<file path="config.mk">
export PLATFORM = sky130hd
export DESIGN_NAME = alu_issue
export DESIGN_NICKNAME = d
export VERILOG_FILES = /design/src/rtl/alu_pkg.sv /design/src/rtl/alu_decode.sv /design/src/rtl/alu_issue.sv
export SDC_FILE = /design/constraint.sdc
export NUM_CORES = 1
export LEC_CHECK = 0
export BUFFER_PORTS_ARGS = -buffer_cell sky130_fd_sc_hd__buf_2
export CELL_PAD_IN_SITES_DETAIL_PLACEMENT = 1
export CELL_PAD_IN_SITES_GLOBAL_PLACEMENT = 1
export CORE_ASPECT_RATIO = 0.5
export CORE_MARGIN = 1
export CORE_UTILIZATION = 40
export CTS_CLUSTER_DIAMETER = 50
export DETAILED_ROUTE_END_ITERATION = 12
export PLACE_DENSITY = 0.85
export SLEW_MARGIN = 20
export SYNTH_ARGS = -nofsm -noshare
export SYNTH_HDL_FRONTEND = slang
export SYNTH_SLANG_ARGS = --single-unit
</file>
<file path="constraint.sdc">
create_clock -name clk -period 2.4 [get_ports clk]
set_input_delay 0.48 -clock clk [delete_from_list [all_inputs] [get_ports clk]]
set_output_delay 0.48 -clock clk [all_outputs]
set_load 0.005 [all_outputs]
</file>
<file path="src/rtl/alu_pkg.sv">
// rtl/alu_pkg.sv - shared ALU funct codes, RV32 opcodes and issue buffer entry type
// Purpose: constants and types shared by the ALU, its decoder and the issue stage.
// Ports: none (package).
package alu_pkg;

  // Operand width baked into the buffer entry type.
  localparam int ALU_XLEN = 32;

  // ALU operation codes.
  localparam logic [4:0] FN_ADD    = 5'd0;
  localparam logic [4:0] FN_SUB    = 5'd1;
  localparam logic [4:0] FN_SLL    = 5'd2;
  localparam logic [4:0] FN_SLT    = 5'd3;
  localparam logic [4:0] FN_SLTU   = 5'd4;
  localparam logic [4:0] FN_XOR    = 5'd5;
  localparam logic [4:0] FN_SRA    = 5'd6;
  localparam logic [4:0] FN_SRL    = 5'd7;
  localparam logic [4:0] FN_OR     = 5'd8;
  localparam logic [4:0] FN_AND    = 5'd9;
  localparam logic [4:0] FN_MUL    = 5'd10;
  localparam logic [4:0] FN_MULH   = 5'd11;
  localparam logic [4:0] FN_MULHSU = 5'd12;
  localparam logic [4:0] FN_MULHU  = 5'd13;
  localparam logic [4:0] FN_DIV    = 5'd14;
  localparam logic [4:0] FN_DIVU   = 5'd15;
  localparam logic [4:0] FN_REM    = 5'd16;
  localparam logic [4:0] FN_REMU   = 5'd17;

  // RV32 major opcodes (all carry instr[1:0] = 2'b11).
  localparam logic [6:0] OPC_OP     = 7'b0110011;
  localparam logic [6:0] OPC_OPIMM  = 7'b0010011;
  localparam logic [6:0] OPC_LUI    = 7'b0110111;
  localparam logic [6:0] OPC_AUIPC  = 7'b0010111;
  localparam logic [6:0] OPC_LOAD   = 7'b0000011;
  localparam logic [6:0] OPC_STORE  = 7'b0100011;
  localparam logic [6:0] OPC_BRANCH = 7'b1100011;

  localparam logic [6:0] F7_BASE = 7'b0000000;
  localparam logic [6:0] F7_ALT  = 7'b0100000;
  localparam logic [6:0] F7_MULD = 7'b0000001;

  // One decoded ALU op, as held in each skid buffer entry.
  typedef struct packed {
    logic [4:0]          funct;
    logic [ALU_XLEN-1:0] in1;
    logic [ALU_XLEN-1:0] in2;
    logic                illegal;
  } alu_op_t;

endpackage

</file>
<file path="src/rtl/alu_decode.sv">
// rtl/alu_decode.sv - combinational RV32IM to ALU funct/operand decoder
// Purpose: map one instruction plus register data to an ALU op entry.
// Ports:
//   i_instr    in  32        instruction word
//   i_pc       in  ALU_XLEN  PC of the instruction
//   i_rs1_data in  ALU_XLEN  rs1 value
//   i_rs2_data in  ALU_XLEN  rs2 value
//   o_op       out alu_op_t  decoded op (illegal response when undecodable)
module alu_decode
  import alu_pkg::*;
(
  input  logic [31:0]         i_instr,
  input  logic [ALU_XLEN-1:0] i_pc,
  input  logic [ALU_XLEN-1:0] i_rs1_data,
  input  logic [ALU_XLEN-1:0] i_rs2_data,
  output alu_op_t             o_op
);

  logic [6:0]          w_opc;
  logic [2:0]          w_f3;
  logic [6:0]          w_f7;
  logic [ALU_XLEN-1:0] w_imm_i;
  logic [ALU_XLEN-1:0] w_imm_s;
  logic [ALU_XLEN-1:0] w_imm_u;
  logic [ALU_XLEN-1:0] w_shamt;

  assign w_opc   = i_instr[6:0];
  assign w_f3    = i_instr[14:12];
  assign w_f7    = i_instr[31:25];
  assign w_imm_i = {{20{i_instr[31]}}, i_instr[31:20]};
  assign w_imm_s = {{20{i_instr[31]}}, i_instr[31:25], i_instr[11:7]};
  assign w_imm_u = {i_instr[31:12], 12'b0};
  assign w_shamt = {27'b0, i_instr[24:20]};

  logic                w_ok;
  logic [4:0]          w_fn;
  logic [ALU_XLEN-1:0] w_a;
  logic [ALU_XLEN-1:0] w_b;

  // Opcode constants include instr[1:0]=11, so a compressed/garbage
  // low pair never matches and falls to the illegal default.
  always_comb begin
    w_ok = 1'b1;
    w_fn = FN_ADD;
    w_a  = i_rs1_data;
    w_b  = i_rs2_data;
    case (w_opc)
      OPC_OP: begin
        case (w_f7)
          F7_BASE: begin
            case (w_f3)
              3'd0:    w_fn = FN_ADD;
              3'd1:    w_fn = FN_SLL;
              3'd2:    w_fn = FN_SLT;
              3'd3:    w_fn = FN_SLTU;
              3'd4:    w_fn = FN_XOR;
              3'd5:    w_fn = FN_SRL;
              3'd6:    w_fn = FN_OR;
              default: w_fn = FN_AND;
            endcase
          end
          F7_ALT: begin
            if (w_f3 == 3'd0)      w_fn = FN_SUB;
            else if (w_f3 == 3'd5) w_fn = FN_SRA;
            else                   w_ok = 1'b0;
          end
          F7_MULD: w_fn = FN_MUL + {2'b0, w_f3};
          default: w_ok = 1'b0;
        endcase
      end
      OPC_OPIMM: begin
        w_b = w_imm_i;
        case (w_f3)
          3'd0: w_fn = FN_ADD;
          3'd2: w_fn = FN_SLT;
          3'd3: w_fn = FN_SLTU;
          3'd4: w_fn = FN_XOR;
          3'd6: w_fn = FN_OR;
          3'd7: w_fn = FN_AND;
          3'd1: begin
            w_b  = w_shamt;
            w_fn = FN_SLL;
            if (w_f7 != F7_BASE) w_ok = 1'b0;
          end
          default: begin
            // srli/srai: instr[30] picks arithmetic; any other funct7 bit
            // (including instr[25]) makes it illegal.
            w_b = w_shamt;
            if (w_f7 == F7_BASE)     w_fn = FN_SRL;
            else if (w_f7 == F7_ALT) w_fn = FN_SRA;
            else                     w_ok = 1'b0;
          end
        endcase
      end
      OPC_LUI: begin
        w_a = '0;
        w_b = w_imm_u;
      end
      OPC_AUIPC: begin
        w_a = i_pc;
        w_b = w_imm_u;
      end
      OPC_LOAD:  w_b = w_imm_i;
      OPC_STORE: w_b = w_imm_s;
      OPC_BRANCH: begin
        case (w_f3)
          3'd0, 3'd1: w_fn = FN_SUB;
          3'd4, 3'd5: w_fn = FN_SLT;
          3'd6, 3'd7: w_fn = FN_SLTU;
          default:    w_ok = 1'b0;
        endcase
      end
      default: w_ok = 1'b0;
    endcase
  end

  always_comb begin
    o_op = '0;
    if (w_ok) begin
      o_op.funct = w_fn;
      o_op.in1   = w_a;
      o_op.in2   = w_b;
    end else begin
      o_op.illegal = 1'b1;
    end
  end

endmodule

</file>
<file path="src/rtl/alu_issue.sv">
// rtl/alu_issue.sv - ALU issue stage with 2-entry skid buffer and illegal counter
// Purpose: decode one instruction per cycle and present the ALU op through a
//          main/skid register pair with a registered in_ready.
// Ports:
//   clk, rst_n            clock, asynchronous active-low reset
//   flush                 synchronous buffer flush (wins over accept/consume)
//   in_valid/in_ready     upstream handshake (in_ready registered)
//   instr, pc, rs1_data, rs2_data  instruction and operands
//   out_valid/out_ready   downstream handshake
//   funct, ALUin1, ALUin2, illegal  presented op
//   illegal_cnt           saturating count of accepted illegal instructions
module alu_issue
  import alu_pkg::*;
#(
  parameter int XLEN  = 32,
  parameter int CNT_W = 16
) (
  input  logic             clk,
  input  logic             rst_n,
  input  logic             flush,
  input  logic             in_valid,
  output logic             in_ready,
  input  logic [31:0]      instr,
  input  logic [XLEN-1:0]  pc,
  input  logic [XLEN-1:0]  rs1_data,
  input  logic [XLEN-1:0]  rs2_data,
  output logic             out_valid,
  input  logic             out_ready,
  output logic [4:0]       funct,
  output logic [XLEN-1:0]  ALUin1,
  output logic [XLEN-1:0]  ALUin2,
  output logic             illegal,
  output logic [CNT_W-1:0] illegal_cnt
);

  alu_op_t w_dec;

  alu_decode u_decode (
    .i_instr    (instr),
    .i_pc       (pc),
    .i_rs1_data (rs1_data),
    .i_rs2_data (rs2_data),
    .o_op       (w_dec)
  );

  alu_op_t          r_main;
  alu_op_t          r_skid;
  logic             r_main_v;
  logic             r_skid_v;
  logic             r_in_ready;
  logic [CNT_W-1:0] r_illegal_cnt;

  logic w_accept;
  logic w_consume;

  assign w_accept  = in_valid && r_in_ready;
  assign w_consume = r_main_v && out_ready;

  // r_in_ready always tracks !r_skid_v; it is kept as its own flop so the
  // upstream sees a clean register output.
  always_ff @(posedge clk or negedge rst_n) begin
    if (!rst_n) begin
      r_main        <= '0;
      r_skid        <= '0;
      r_main_v      <= 1'b0;
      r_skid_v      <= 1'b0;
      r_in_ready    <= 1'b1;
      r_illegal_cnt <= '0;
    end else if (flush) begin
      r_main_v   <= 1'b0;
      r_skid_v   <= 1'b0;
      r_in_ready <= 1'b1;
    end else begin
      if (!r_main_v || w_consume) begin
        if (r_skid_v) begin
          // Skid full implies in_ready was low, so nothing new arrives here.
          r_main     <= r_skid;
          r_main_v   <= 1'b1;
          r_skid_v   <= 1'b0;
          r_in_ready <= 1'b1;
        end else begin
          r_main_v <= w_accept;
          if (w_accept) r_main <= w_dec;
        end
      end else if (w_accept) begin
        r_skid     <= w_dec;
        r_skid_v   <= 1'b1;
        r_in_ready <= 1'b0;
      end
      if (w_accept && w_dec.illegal && (r_illegal_cnt != {CNT_W{1'b1}}))
        r_illegal_cnt <= r_illegal_cnt + {{(CNT_W-1){1'b0}}, 1'b1};
    end
  end

  assign in_ready    = r_in_ready;
  assign out_valid   = r_main_v;
  assign funct       = r_main.funct;
  assign ALUin1      = r_main.in1;
  assign ALUin2      = r_main.in2;
  assign illegal     = r_main.illegal;
  assign illegal_cnt = r_illegal_cnt;

endmodule

</file>
[Yosys cells after proc, flatten, opt, wreduce, memory -nomap -nowiden]
Cells that the tools add are included.
Operators by class
  add/subtract/negate cells: 2
  multiply operators: 0
  div/mod/pow operators: 0
  order comparisons: 0
  equal/unequal tests: 18
  shifts and indexed selects: 0
  muxes and demuxes: 35
  bitwise logic cells: 2
  reduce and logical (&&, ||, !) cells: 24
Operators by type and width (count)
  $mux 70: 2
  $pmux 32 s4: 1
  $mux 69: 1
  $pmux 32 s2: 1
  $pmux 5 s7: 1
  $mux 32: 1
  $pmux 5 s3: 2
  $eq 7x6->1 const B: 4
  $pmux 4 s7: 1
  $mux 1: 17
  $add 16x1->16 const B: 1
  $ne 16x16->1 const B: 1
  $eq 7x5->1 const B: 2
  $eq 3x3->1 const B: 4
  $reduce_or 6->1: 2
  $mux 5: 2
  $reduce_or 2->1: 5
  $pmux 3 s3: 1
  $eq 7x1->1 const B: 1
  $eq 7x2->1 const B: 1
  $eq 7x7->1 const B: 1
  $logic_not 7->1: 1
  $reduce_bool 7->1: 1
  $eq 3x2->1 const B: 2
  16 further kinds: 25
Storage, ports and cells
  bits in registers: 159
  latch bits: 0
  bits in writable memories: 0
  ROM bits: 0
  input bits: 133
  output and inout port bits: 88
  logic and storage cells: 93
  memories kept: 0

[Longest topological paths before layout]
  depth in word-level cells: 9
  mapped depth: 9
  gate-level depth less buffers: 6

[Hierarchy]
Synthesis repeated with hierarchy kept, for this count alone.
Second synthesis, totals
  cells, all modules: 825
  area total of the unflattened synthesis: 8375.5 um2
By module, submodules not included
  alu_issue: times used 1, cells each 537, area an instance 6683.9 um2
  alu_decode: times used 1, cells each 288, area an instance 1691.6 um2

[Least setup slack after synthesis]
OpenSTA, ideal clock, no wires.
  path kind: in2reg
  start: input instr[4]
  end: register r_main (netlist bit ALUin1[0])
  library setup time: 0.126 ns
  arrival time: 2.282 ns
  required time: 2.274 ns
  path slack: -0.008 ns
  stages: 9
  path buffers: 4
  path through: buf_2 nor2b_1 clkbuf_1 a32o_1 a222oi_1 buf_2 buf_4 a21oi_1 a221o_1
Between the ends
  cells in the longest elaborated chain, start to end: 6
  elaborated cells on any way between the ends: 13
  classes of those cells: eq/ne: 7; mux: 5; reduce/logical: 1
Ends and longest elaborated chain
  from (decl): RTL line alu_issue.sv:23  | input logic [31:0] instr,
  $eq 7x6->1 (tied with other cells): RTL line alu_decode.sv:47  | case (w_opc)
  $reduce_or 4->1 (no line)
  $pmux 1 s4: RTL line alu_decode.sv:47
  $mux 69 *: RTL line alu_decode.sv:119  | if (w_ok) begin
  $mux 70 *: RTL line alu_issue.sv:83  | if (w_accept) r_main <= w_dec;
  $mux 70 *: RTL line alu_issue.sv:75  | if (r_skid_v) begin
  to (signal assigned): RTL line alu_issue.sv:77  | r_main <= r_skid;
  to (signal assigned): RTL line alu_issue.sv:83
  to (decl): RTL line alu_issue.sv:46  | alu_op_t r_main;
Mark *: on every way between the ends. The rest lies on a longest branch, timed or not. The select of a mux whose other input is x is not followed.
A chain may end at the register's enable or synchronous reset.

[Worst setup path after layout]
  start: input instr[27]
  end: register r_illegal_cnt[2] (netlist: illegal_cnt[2])
Between the ends
  cells in the longest elaborated chain, start to end: 9
  elaborated cells on any way between the ends: 15
  classes of those cells: eq/ne: 2; mux: 7; reduce/logical: 6
Ends and longest elaborated chain
  $eq 7x6->1: RTL line alu_decode.sv:49, alu_decode.sv:90
  $mux 1: RTL line alu_decode.sv:90  | else if (w_f7 == F7_ALT) w_fn = FN_SRA;
  $mux 1: RTL line alu_decode.sv:89  | if (w_f7 == F7_BASE) w_fn = FN_SRL;
  $pmux 1 s2: RTL line alu_decode.sv:73  | case (w_f3)
  $pmux 1 s4 *: RTL line alu_decode.sv:47
  $mux 1 *: RTL line alu_decode.sv:119
  $logic_and 1x1->1 * (2 in series): RTL line alu_issue.sv:90  | if (w_accept && w_dec.illegal && (r_illegal_cnt != {CNT_W{1'b1}}))
  $reduce_and 2->1 (no line) *
  to (signal assigned): RTL line alu_issue.sv:91  | r_illegal_cnt <= r_illegal_cnt + {{(CNT_W-1){1'b0}}, 1'b1};
  to (decl): RTL line alu_issue.sv:51  | logic [CNT_W-1:0] r_illegal_cnt;
Mark *: on every way between the ends. The rest lies on a longest branch, timed or not.

==> run metrics <==
status=finished clean; I/O pin count=221; first-pass GRT wire length=44,100 um; maxcap violations=0; Clock Latency Late Sink=0.43 ns; final setup TNS=0 ns; RSZ-0062 raised after global routing=no; Total GRT Usage=0.271; Hold Slack=0.0453 ns; Initial Util=0.414; total stage count of the critical path=9; Filler cells=2,245; yosys warns=0; synth unique cells=57; min Tclk post-route=roughly 2.3 ns; CTS tree=built; RR Startpoint=in_ready$_DFFE_PN1P_; TritonRoute pass-1 iters=5; Worst path slowest cell=or4_1; RR Endpoint=ALUin2[31]$_DFFE_PN0P_; via count=7,830; Sink Count=159; Buf+Inv Stages, Crit Path=3; Worst Skew=0.0169 ns; row count=36; final setup violating endpoints=0; Starting DRT DRC Count=509; r2r setup slk=approximately 0.32 ns; CTS Root Buffer Type=clkbuf_16; HPWL after DPL=20,000 um; WL met3=1330 um; crit end category=flip-flop; Syn Inst Count=846; worst-path cell chain=buf_2 -> or4_1 -> o41ai_2 -> a222oi_1 -> buf_12 -> and2_1 -> buf_4 -> nand2_1 -> xnor2_1; Post-CTS Resized=0; largest net degree at the start of global routing=84; post-synthesis sequential area ratio=0.488; IO buf count=220; Worst-path clk slew=0.06 ns; CP top delay family=simple AND/OR/NAND/NOR gates; multi-input logic area=3850 um^2; Final Instance Count excl. Fillers=1,358; Hold-fix buffers, CTS=0; placed cells=1,324; post-route ant nets=0; share of cells above drive strength 1=0.339; Peak VDD IR=0.486 mV; DR WL/cell=20.8 um; chip height=around 100 um; Post-Route WL=28,300 um; global route overflow=0; Core ar.=19,700 um^2; Crit Path Max Fanout=17; CTS buffer count=17; PwrDens=619 nW/um^2; FF/Latch Area=3980 um^2; FMAX=441 MHz; average size of a mapped cell=just under 10 um^2; Worst EP arrival=2.59 ns; met2 routed WL=13,900 um; Worst Setup Slack, final=0.131 ns; crit path kind=input port to flip-flop; Post-CTS Repair Setup Buffers=0; Die Wd=204 um; Post-synth EDFFs=0; DRC=0; static leakage=5.44 nW; die area=21,000 um^2; Worst EP required=2.72 ns; Async S/R FF share, synth=1.00; Max-slew headroom=0.427; Place WS=-0.293 ns; Final nets=1,212; part of the cycle the worst path needs=0.945; Mapped Area=8160 um^2; final hold violations=0; FF-to-FF path depth=5; met1 wire length=between 10,000 and 15,000 um; Worst-Margin Slew=about 0.86 ns; synthesized flop and latch total=159; commonest register cell after synthesis=dfrtp_1; Max Slew Vio Count=0; clk buf depth=2; Startpoint Class=input port; Post-Syn Nets=981; Layout area overhead=30.0%; H-tree levels=4; hold crit path type=input port to asynchronous set/reset pin; vias in the first global route=7,996; DR top layer=met4; antenna violations before repair=3; Via density=5.77; CP peak stage delay=approximately 0.64 ns; GPL Wtd Cong=0.897
routing by layer:
layer  vias to the layer above  GRT usage
li1                       3559          -
met1                      4021      0.363
met2                       217      0.456
met3                        33     0.0461
met4                         0     0.0838
met5                         -          0
worst register-to-register path: stages, from the launching register on:
cell     delay, ns
dfstp_2       0.56
nand2_1       0.08
or2_2         0.34
a21o_2        0.33
buf_4         0.27
a221o_1       0.38
cell usage in the layout, fill, tap and decap left out, types with 3 or more instances in the layout:
| cell | synthesis | layout |
|---|---|---|
| a211oi_1 | 4 | 4 |
| a21oi_1 | 79 | 78 |
| a221o_1 | 40 | 40 |
| a22oi_1 | 14 | 14 |
| a31oi_1 | 3 | 3 |
| and2_1 | 13 | 13 |
| and3_1 | 69 | 68 |
| and4_1 | 3 | 3 |
| buf_12 | 0 | 13 |
| buf_2 | 8 | 219 |
| buf_4 | 3 | 59 |
| clkbuf_16 | 0 | 17 |
| clkinvlp_4 | 0 | 5 |
| dfrtp_1 | 158 | 157 |
| diode_2 | 0 | 3 |
| inv_1 | 11 | 11 |
| mux2_2 | 34 | 34 |
| nand2_1 | 99 | 99 |
| nand2b_1 | 8 | 8 |
| nand3_1 | 5 | 4 |
| nand3b_1 | 33 | 33 |
| nand4_1 | 6 | 6 |
| nor2_1 | 27 | 26 |
| nor2b_1 | 8 | 8 |
| nor3_1 | 3 | 3 |
| nor4_1 | 3 | 3 |
| o21ai_0 | 46 | 46 |
| o21ai_1 | 11 | 11 |
| o221ai_1 | 13 | 13 |
| o31ai_1 | 15 | 15 |
| or3_1 | 12 | 11 |
| xnor2_1 | 15 | 15 |
per-stage QoR:
stage                util  area (um^2)  total power (W)
floorplan               -         8160          0.00332
global placement    0.508        10000          0.00381
detailed placement  0.508        10000          0.00387
CTS                 0.537        10600          0.00662
global route        0.538        10600          0.00683
finish              0.538        10600          0.00657
area by class of cell:
type | count | area share
antenna | 3 | 0.000708
clock buffer | 20 | 0.0430
clock inverter | 11 | 0.0125
inverter | 11 | 0.00389
multi-input combinational | 596 | 0.363
sequential | 159 | 0.375
tap | 266 | 0.0314
timing repair buffer | 292 | 0.171
power by group:
part	switching [W]	total [W]	internal [W]
logic	0.000504	0.000893	0.000389
registers	0.000116	0.00293	0.00282
clock network	0.00115	0.00274	0.00159
total	0.00177	0.00657	0.00480
synth_stat cells (2+ instances only):
| cell type | count | area, um^2 |
|---|---|---|
| ha_1 | 2 | 25.0 |
| nand3b_1 | 33 | 248 |
| o211ai_1 | 2 | 15.0 |
| a221o_1 | 40 | 400 |
| nor3_1 | 3 | 15.0 |
| nand4_1 | 6 | 37.5 |
| nor2_1 | 27 | 101 |
| buf_4 | 3 | 22.5 |
| a21o_1 | 3 | 22.5 |
| xor2_1 | 2 | 17.5 |
| a22oi_1 | 14 | 105 |
| or4_1 | 2 | 15.0 |
| dfrtp_1 | 158 | 3950 |
| o31ai_1 | 15 | 113 |
| o21ai_0 | 46 | 230 |
| or2_2 | 2 | 12.5 |
| o21ai_1 | 11 | 55.1 |
| a211oi_1 | 4 | 30.0 |
| and2_1 | 13 | 81.3 |
| a31oi_1 | 3 | 18.8 |
| or3_1 | 12 | 75.1 |
| buf_2 | 8 | 40.0 |
| a21oi_1 | 79 | 395 |
| inv_1 | 11 | 41.3 |
| nand3_1 | 5 | 25.0 |
| and3_1 | 69 | 432 |
| and4_1 | 3 | 26.3 |
| nand2b_1 | 8 | 50.1 |
| nor2b_1 | 8 | 50.1 |
| xnor2_1 | 15 | 131 |
| o221ai_1 | 13 | 114 |
| nor4_1 | 3 | 18.8 |
| mux2_2 | 34 | 383 |
| nand2_1 | 99 | 372 |
| clkbuf_1 | 68 | 255 |
sequential cells by signal, indices dropped and copies added (netlist names):
name	count
r_skid	70
ALUin1	32
ALUin2	32
illegal_cnt	16
funct	5
illegal	1
in_ready	1
out_valid	1
r_skid_v	1
logic make-up after synthesis:
logic type / synth area share
compound gates: 0.198
fa+ha+maj: 0.00307
buf+inv: 0.0445
mux: 0.0482
flops: 0.488
simple gates: 0.200
xor+xnor: 0.0182
worst max-delay path by stage:
stage	slack, ns	from	endpoint
5_1_grt	0.06	instr[27]	illegal_cnt[8]$_DFFE_PN0P_
4_1_cts	0.15	instr[27]	illegal_cnt[2]$_DFFE_PN0P_
3_5_place_dp	-0.29	instr[27]	illegal_cnt[2]$_DFFE_PN0P_
6_report	0.13	instr[27]	illegal_cnt[2]$_DFFE_PN0P_
3_3_place_gp	-0.18	instr[27]	illegal_cnt[6]$_DFFE_PN0P_
2_1_floorplan	0.01	instr[4]	ALUin1[0]$_DFFE_PN0P_
(Power assumes the default switching activity.)
